===== config.mk =====
export PLATFORM = sky130hd
export DESIGN_NAME = mips_cpu_hilo_muldiv
export DESIGN_NICKNAME = d
export VERILOG_FILES = /design/src/rtl/mips_cpu_hilo_muldiv.sv
export SDC_FILE = /design/constraint.sdc
export NUM_CORES = 1
export LEC_CHECK = 0
export CORE_ASPECT_RATIO = 0.75
export CORE_MARGIN = 3
export CORE_UTILIZATION = 59
export CTS_CLUSTER_DIAMETER = 60
export DETAILED_ROUTE_END_ITERATION = 8
export PLACE_DENSITY = 0.83
export REMOVE_ABC_BUFFERS = 1
export SYNTH_ARGS = -nofsm -noshare
export SYNTH_HDL_FRONTEND = slang
export SYNTH_SLANG_ARGS = --single-unit

===== constraint.sdc =====
create_clock -name clk -period 7.1 [get_ports clk]
set_clock_uncertainty 0.15 [all_clocks]
set_input_delay 1.775 -clock clk [delete_from_list [all_inputs] [get_ports clk]]
set_output_delay 1.775 -clock clk [all_outputs]
set_load 0.03 [all_outputs]

===== src/rtl/mips_cpu_hilo_muldiv.sv =====
// HI/LO owner for the MIPS core: iterative shift-add multiply and restoring divide.
// Define MIPS_HILO_FAST_MULT_EN for a single-cycle multiply (divide stays iterative).
module mips_cpu_hilo_muldiv #(
  parameter int WIDTH = 32
) (
  input  logic             clk,
  input  logic             reset,
  input  logic             start,
  input  logic [2:0]       op,
  input  logic [WIDTH-1:0] rs_data,
  input  logic [WIDTH-1:0] rt_data,
  input  logic             mfhi,
  input  logic             mflo,
  output logic [WIDTH-1:0] rd_data,
  output logic             stall,
  output logic             busy,
  output logic             done,
  output logic [WIDTH-1:0] hi,
  output logic [WIDTH-1:0] lo
);
  localparam int CW = $clog2(WIDTH);
  localparam logic [2:0] OP_MULT = 3'b000, OP_MULTU = 3'b001, OP_DIV  = 3'b010,
                         OP_DIVU = 3'b011, OP_MTHI  = 3'b100, OP_MTLO = 3'b101;

  typedef enum logic [1:0] {IDLE, MUL, DIV, FIX} state_t;

  state_t               state_q, state_d;
  logic [WIDTH-1:0]     hi_q, hi_d, lo_q, lo_d;
  logic [WIDTH-1:0]     a_q, a_d;          // multiplicand or divisor magnitude
  logic [2*WIDTH-1:0]   acc_q, acc_d;      // {partial hi, multiplier} or {remainder, quotient}
  logic [CW-1:0]        cnt_q, cnt_d;
  logic                 neg_q, neg_d, rneg_q, rneg_d, isdiv_q, isdiv_d, done_q, done_d;

  logic                 sgn, rs_neg, rt_neg;
  logic [WIDTH-1:0]     rs_mag, rt_mag;
  logic [WIDTH:0]       mul_sum, div_sh;
  logic [WIDTH-1:0]     div_diff, div_rem;
  logic                 div_ge;
  logic [2*WIDTH-1:0]   mul_next, div_next;

  // op[0] clear means signed; |-2^31| wraps to itself and is read as unsigned
  assign sgn    = ~op[0];
  assign rs_neg = sgn & rs_data[WIDTH-1];
  assign rt_neg = sgn & rt_data[WIDTH-1];
  assign rs_mag = rs_neg ? -rs_data : rs_data;
  assign rt_mag = rt_neg ? -rt_data : rt_data;

  assign mul_sum  = {1'b0, acc_q[2*WIDTH-1:WIDTH]} + {1'b0, (acc_q[0] ? a_q : '0)};
  assign mul_next = {mul_sum, acc_q[WIDTH-1:1]};

  assign div_sh   = acc_q[2*WIDTH-1:WIDTH-1];
  assign div_ge   = div_sh >= {1'b0, a_q};
  assign div_diff = div_sh[WIDTH-1:0] - a_q;
  assign div_rem  = div_ge ? div_diff : div_sh[WIDTH-1:0];
  assign div_next = {div_rem, acc_q[WIDTH-2:0], div_ge};

`ifdef MIPS_HILO_FAST_MULT_EN
  logic [2*WIDTH-1:0] fast_mag, fast_prod;
  assign fast_mag  = {{WIDTH{1'b0}}, rs_mag} * {{WIDTH{1'b0}}, rt_mag};
  assign fast_prod = (rs_neg ^ rt_neg) ? -fast_mag : fast_mag;
`endif

  always_comb begin
    state_d = state_q;
    hi_d    = hi_q;
    lo_d    = lo_q;
    a_d     = a_q;
    acc_d   = acc_q;
    cnt_d   = cnt_q;
    neg_d   = neg_q;
    rneg_d  = rneg_q;
    isdiv_d = isdiv_q;
    done_d  = 1'b0;
    case (state_q)
      IDLE: if (start) begin
        case (op)
          OP_MTHI: hi_d = rs_data;
          OP_MTLO: lo_d = rs_data;
          OP_MULT, OP_MULTU: begin
`ifdef MIPS_HILO_FAST_MULT_EN
            {hi_d, lo_d} = fast_prod;
            done_d       = 1'b1;
`else
            a_d     = rs_mag;
            acc_d   = {{WIDTH{1'b0}}, rt_mag};
            neg_d   = rs_neg ^ rt_neg;
            isdiv_d = 1'b0;
            cnt_d   = '0;
            state_d = MUL;
`endif
          end
          OP_DIV, OP_DIVU: begin
            isdiv_d = 1'b1;
            cnt_d   = '0;
            if (rt_data == '0) begin
              acc_d   = {rs_data, {WIDTH{1'b1}}};
              neg_d   = 1'b0;
              rneg_d  = 1'b0;
              state_d = FIX;
            end else begin
              a_d     = rt_mag;
              acc_d   = {{WIDTH{1'b0}}, rs_mag};
              neg_d   = rs_neg ^ rt_neg;
              rneg_d  = rs_neg;
              state_d = DIV;
            end
          end
          default: ;
        endcase
      end
      MUL: begin
        acc_d = mul_next;
        cnt_d = cnt_q + 1'b1;
        if (cnt_q == CW'(WIDTH-1)) state_d = FIX;
      end
      DIV: begin
        acc_d = div_next;
        cnt_d = cnt_q + 1'b1;
        if (cnt_q == CW'(WIDTH-1)) state_d = FIX;
      end
      FIX: begin
        if (isdiv_q) begin
          lo_d = neg_q  ? -acc_q[WIDTH-1:0] : acc_q[WIDTH-1:0];
          hi_d = rneg_q ? -acc_q[2*WIDTH-1:WIDTH] : acc_q[2*WIDTH-1:WIDTH];
        end else begin
          {hi_d, lo_d} = neg_q ? -acc_q : acc_q;
        end
        done_d  = 1'b1;
        state_d = IDLE;
      end
      default: state_d = IDLE;
    endcase
  end

  always_ff @(posedge clk or posedge reset) begin
    if (reset) begin
      state_q <= IDLE;
      hi_q    <= '0;
      lo_q    <= '0;
      a_q     <= '0;
      acc_q   <= '0;
      cnt_q   <= '0;
      neg_q   <= 1'b0;
      rneg_q  <= 1'b0;
      isdiv_q <= 1'b0;
      done_q  <= 1'b0;
    end else begin
      state_q <= state_d;
      hi_q    <= hi_d;
      lo_q    <= lo_d;
      a_q     <= a_d;
      acc_q   <= acc_d;
      cnt_q   <= cnt_d;
      neg_q   <= neg_d;
      rneg_q  <= rneg_d;
      isdiv_q <= isdiv_d;
      done_q  <= done_d;
    end
  end

  assign busy    = (state_q != IDLE);
  assign stall   = busy & (start | mfhi | mflo);
  assign done    = done_q;
  assign hi      = hi_q;
  assign lo      = lo_q;
  assign rd_data = mfhi ? hi_q : (mflo ? lo_q : '0);
endmodule


Yosys cells after proc, flatten, opt, wreduce, memory -nomap -nowiden

Index checks and enable logic that the tools add are counted.

Register bits after elaboration: 171
Bits of input ports: 72
Output and inout bits: 99
Logic and storage cells: 98

$add $sub $neg: 8
Order comparisons: 1
Eq/ne operators: 16
Muxes and demuxes: 36
Bitwise logic cells: 7
Reduce and logical (&&, ||, !) cells: 20

Operators by type and width:

| cell                                          | number |
|---|---|
| two-way mux 32 bit                            | 15 |
| two-way mux 64 bit                            | 3 |
| one-hot mux 32 bit (2 select lines)           | 3 |
| one-hot mux 64 bit (3 select lines)           | 1 |
| negator 32 bit                                | 4 |
| one-hot mux 64 bit (2 select lines)           | 1 |
| negator 64 bit                                | 1 |
| adder 32 x 32 -> 33 bit                       | 1 |
| >= comparator 33 x 32 -> 1 bit                | 1 |
| zero test 32 bit                              | 1 |
| subtractor 32 bit                             | 1 |
| AND reduction 3 bit                           | 7 |
| two-way mux 5 bit                             | 2 |
| one-hot mux 5 bit (2 select lines)            | 1 |
| nonzero test 2 bit                            | 4 |
| == test 3 x 2 -> 1 bit, second input constant | 2 |
| == test 3 bit, second input constant          | 2 |
| != test 2 x 1 -> 1 bit, second input constant | 3 |
| != test 2 bit, second input constant          | 3 |
| one-hot mux 2 bit (3 select lines)            | 1 |
| OR reduction 2 bit                            | 3 |
| adder 5 x 1 -> 5 bit, second input constant   | 1 |
| == test 5 bit, second input constant          | 1 |
| == test 2 bit, second input constant          | 2 |
| other kinds (16)                              | 24 |

Logic depth before layout (Yosys ltp)

Word-level depth: 7
Depth in mapped cells: 14
Gate-level depth less buffers: 13

Least setup slack after synthesis

No wires, ideal clock.

Path type: input port to output port
Start: input mflo
End: output rd_data[25]
Data arrival time: 2.989 ns
Data required time: 5.175 ns
Setup slack: 2.186 ns
Stages: 4
Path buffers: 2
Cell sequence: clkbuf_1 clkbuf_1 nand2_1 o21ai_0

Longest elaborated chain between the ends: 2

RTL lines:

| element                         | line | source |
|---|---|---|
| start: declaration              | 13   | `input logic mflo,` |
| two-way mux 32 bit (2 in a row) | 166  | `assign rd_data = mfhi ? hi_q : (mflo ? lo_q : '0);` |
| end: declaration                | 14   | `output logic [WIDTH-1:0] rd_data,` |

Every way passes these cells.

Worst setup path after layout

Start: input mflo
End: output rd_data[14]

Same word-level chain as after synthesis.

==> results by group <==
Status
  • Outcome: finished, final reports clean

Setup path
  • RR Endpoint: acc_q[58]$_DFFE_PP0P_
  • CP Cell Sequence: clkdlybuf4s50_1 > buf_4 > nand2_1 > o21ai_0 > clkdlybuf4s50_1
  • Critical-path top delay cell: clkdlybuf4s50_1
  • Worst reg-to-reg path cell count: 13
  • CP arrival: roughly 3.6 ns
  • Crit path required time: around 5.2 ns
  • CP Launch Type: input pin
  • FF-to-FF Start: acc_q[0]$_DFFE_PP0P_
  • Cell mode on critical path: clkdlybuf4s50_1
  • WS Path Type: input pin to output port
  • Crit. End Element: output port
  • Worst path max stage delay: about 0.73 ns
  • Worst R2R Setup Slack: 2.13 ns
  • CP startpoint: mflo
  • Worst Path Max Fanout: 33

Yosys
  • Seq cells post-synth: between 150 and 200
  • Mapped cell area: roughly 0.016 mm^2
  • Sequential share of the synthesized area: 0.268
  • Simple-Gate Fraction of Synth Area: 0.208
  • Ys async rst share: 1.00
  • Yosys warning count: 0
  • Synth Area in Adders: 0.0606
  • Post-synthesis mux area share: 0.0156
  • Synth cell types: 79
  • Post-synthesis compound-gate area fraction: 0.306
  • Post-synth EDFFs: 0
  • Synth Instances: around 2100
  • Largest family of logic cells by synthesized area: compound AO/OA/AOI/OAI gates
  • Main flop type after synthesis: dfrtp_1
  • Post-synthesis xor/xnor area fraction: 0.0873
  • Syn avg cell area: 7.42 um^2

Power
  • Reg power frac: 0.202
  • Worst VDD drop: roughly 0.4 mV
  • Leakage: a little under 8 nW
  • Switching fraction of total power: 0.551
  • Internal power: 4.71 mW
  • PD cells: around 570 mW/mm^2
  • Power Total: roughly 10 mW
  • Gate power share: 0.704
  • Clk pwr share: 0.094
  • Sw power: slightly below 6 mW

Layout
  • Final net count: ~2400
  • Synth-to-layout area growth: 15.2%
  • Final core utilization: 0.699
  • Non-Filler Instances: about 2600
  • Final instance area: 0.0184 mm^2
  • # fillers: around 2200
  • Layout cells sized above 1: 0.0524
  • Ant diodes: 0

Place
  • Final Wtd Congestion: approximately 1
  • Place WS: ~1.5 ns
  • Dpl cells: about 2500
  • Post-DP Area: about 0.018 mm^2
  • Hpwl dp: about 43 mm
  • Port bufs: between 150 and 200

Clock network
  • H-tree depth: 4
  • CTS Buf Count: 17
  • Post-CTS setup buffer count: 0
  • Clock Sinks: ~170
  • Clk root buf: clkbuf_16
  • Clock latency on the worst-skew pair: ~0.45 ns
  • CTS resizes: 0
  • CTS Hold Bufs: 0
  • Deepest clock path buffer count: 2
  • CTS tree: done
  • Clock slew at reported path FFs: about 0.07 ns

Floorplan
  • Die area: slightly below 0.03 mm^2
  • Die boundary height: between 100 and 150 um
  • Starting density of the core: 0.607
  • Ports: roughly 170
  • # rows: between 50 and 60
  • Core region area: between 0.02 and 0.03 mm^2
  • Die X: around 200 um

Hold path
  • Worst hold start: a_q[29]$_DFFE_PP0P_
  • Hold EP: a_q[29]$_DFFE_PP0P_
  • Hold Crit Class: register to register
  • Hold Path Stages: 2

STA
  • Fmax: between 150 and 200 MHz
  • Worst relative slew slack: 0.157
  • Crit path time final: ~5.6 ns
  • # setup viols final: 0
  • Unrepaired setup endpoints after global routing: no
  • Max Slew Vio Count: 0
  • Hold WS: 0.340 ns
  • Setup ws final: about 1.5 ns
  • Hold Vio Cnt, Final: 0
  • Final Cycle Share: 0.783
  • Setup_tns: 0 ns
  • Worst-margin pin slew: 1.26 ns

Job
  • Max Cap Violations: 0

Detailed routing
  • Total Wirelength: 58.9 mm
  • Routed len/inst: about 23 um
  • Pre-antenna DRT Iters: 6
  • Via count: about 17000
  • DRC Markers: 0
  • Initial DRC count: about 2400
  • ANT nets after route: 0
  • Vias per inst: around 6.8

Global route
  • GRT Total Usage: 0.398
  • Vias in the first global route: approximately 16000
  • Gr ovfl total: 0
  • Pin count of the biggest net entering global routing: 73
  • Initial antenna violation count: 0
  • First-pass GRT wire length: 91.6 mm
[routing by layer]
| layer | vias to the layer above | wire (um) | GRT usage |
|---|---|---|---|
| li1 | 7891 | - | - |
| met1 | 8291 | 24000 | 0.559 |
| met2 | 1133 | 25400 | 0.601 |
| met3 | 184 | 6750 | 0.0777 |
| met4 | 0 | 2760 | 0.171 |
| met5 | - | 0 | 0 |
[synth_stat cells, types with 36 or more instances]
cell	n	share of area
inv_1	75	0.018
ha_1	74	0.058
o21ai_0	227	0.071
nor2_1	237	0.056
a211oi_1	40	0.019
clkbuf_1	123	0.029
xor2_1	83	0.046
nand2_1	251	0.059
xnor2_1	76	0.042
a31oi_1	36	0.014
dfrtp_1	171	0.27
a21o_1	49	0.023
a21oi_1	243	0.076
[sequential cells by signal, indices dropped and copies added (netlist names)]
name	count
a_q	32
isdiv_q	1
acc_q	64
state_q	2
neg_q	1
done	1
rneg_q	1
cnt_q	5
hi	32
lo	32
[cell type report]
cell class,instances,area (um^2),area share
Clock inverter,14,163,0.00886
Inverter,76,290,0.0158
Timing Repair Buffer,198,1910,0.104
Clock buffer,18,429,0.0234
Multi-Input combinational cell,1756,10900,0.592
Sequential cell,171,4280,0.233
Tap cell,344,430,0.0234
[cells in the final DEF, fill, tap and decap left out, drive strengths merged, types with 7 or more instances in the layout]
cell type      synthesis  final
a211oi                40     40
a21o                  49     49
a21oi                243    243
a221oi                30     30
a22o                  25     25
a22oi                  8      8
a31oi                 36     36
and2                  11     11
and3                  22     22
buf                   19     29
clkbuf               127     18
clkdlybuf4s50          0    169
dfrtp                171    171
ha                    74     74
inv                   76     81
mux2                   7      7
mux2i                 17     17
nand2                251    251
nand2b                17     17
nand3                 33     33
nand4                 15     15
nor2                 239    239
nor2b                 17     17
nor3                  32     32
nor4                  18     18
o211ai                19     19
o21ai                234    234
o21bai                 9      9
o31ai                 24     24
o41ai                 10     10
or3                   19     19
or4                   16     16
xnor2                 76     76
xor2                  83     83
[worst max-delay path by stage]
stage,slack (ns),to
floorplan,0.54,a_q[0]$_DFFE_PP0P_
CTS,1.55,rd_data[14]
global placement,1.65,rd_data[0]
global route,1.44,rd_data[14]
detailed placement,1.55,rd_data[14]
finish,1.54,rd_data[14]
[kinds of logic after synthesis]
logic type      after synthesis
xor+xnor                    159
flops                       171
buf+inv                     222
mux                          24
fa+ha+maj                    76
compound gates              788
simple gates                709
[critical path, delay by kind of cell]
family          cells  cell delay (ns)
compound gates      1             0.20
buf+inv             3             1.55
simple gates        1             0.09
[power by group through the flow]
stage | Sequential, mW | Clock, mW | Combinational [mW]
5_1_grt | 2.19 | 1.02 | 7.98
3_3_place_gp | 2.10 | 0 | 7.03
4_1_cts | 2.10 | 0.980 | 7.21
2_1_floorplan | 2.26 | 0 | 4.61
6_report | 2.12 | 0.982 | 7.38
3_5_place_dp | 2.11 | 0 | 7.17
(Power assumes the default switching activity.)
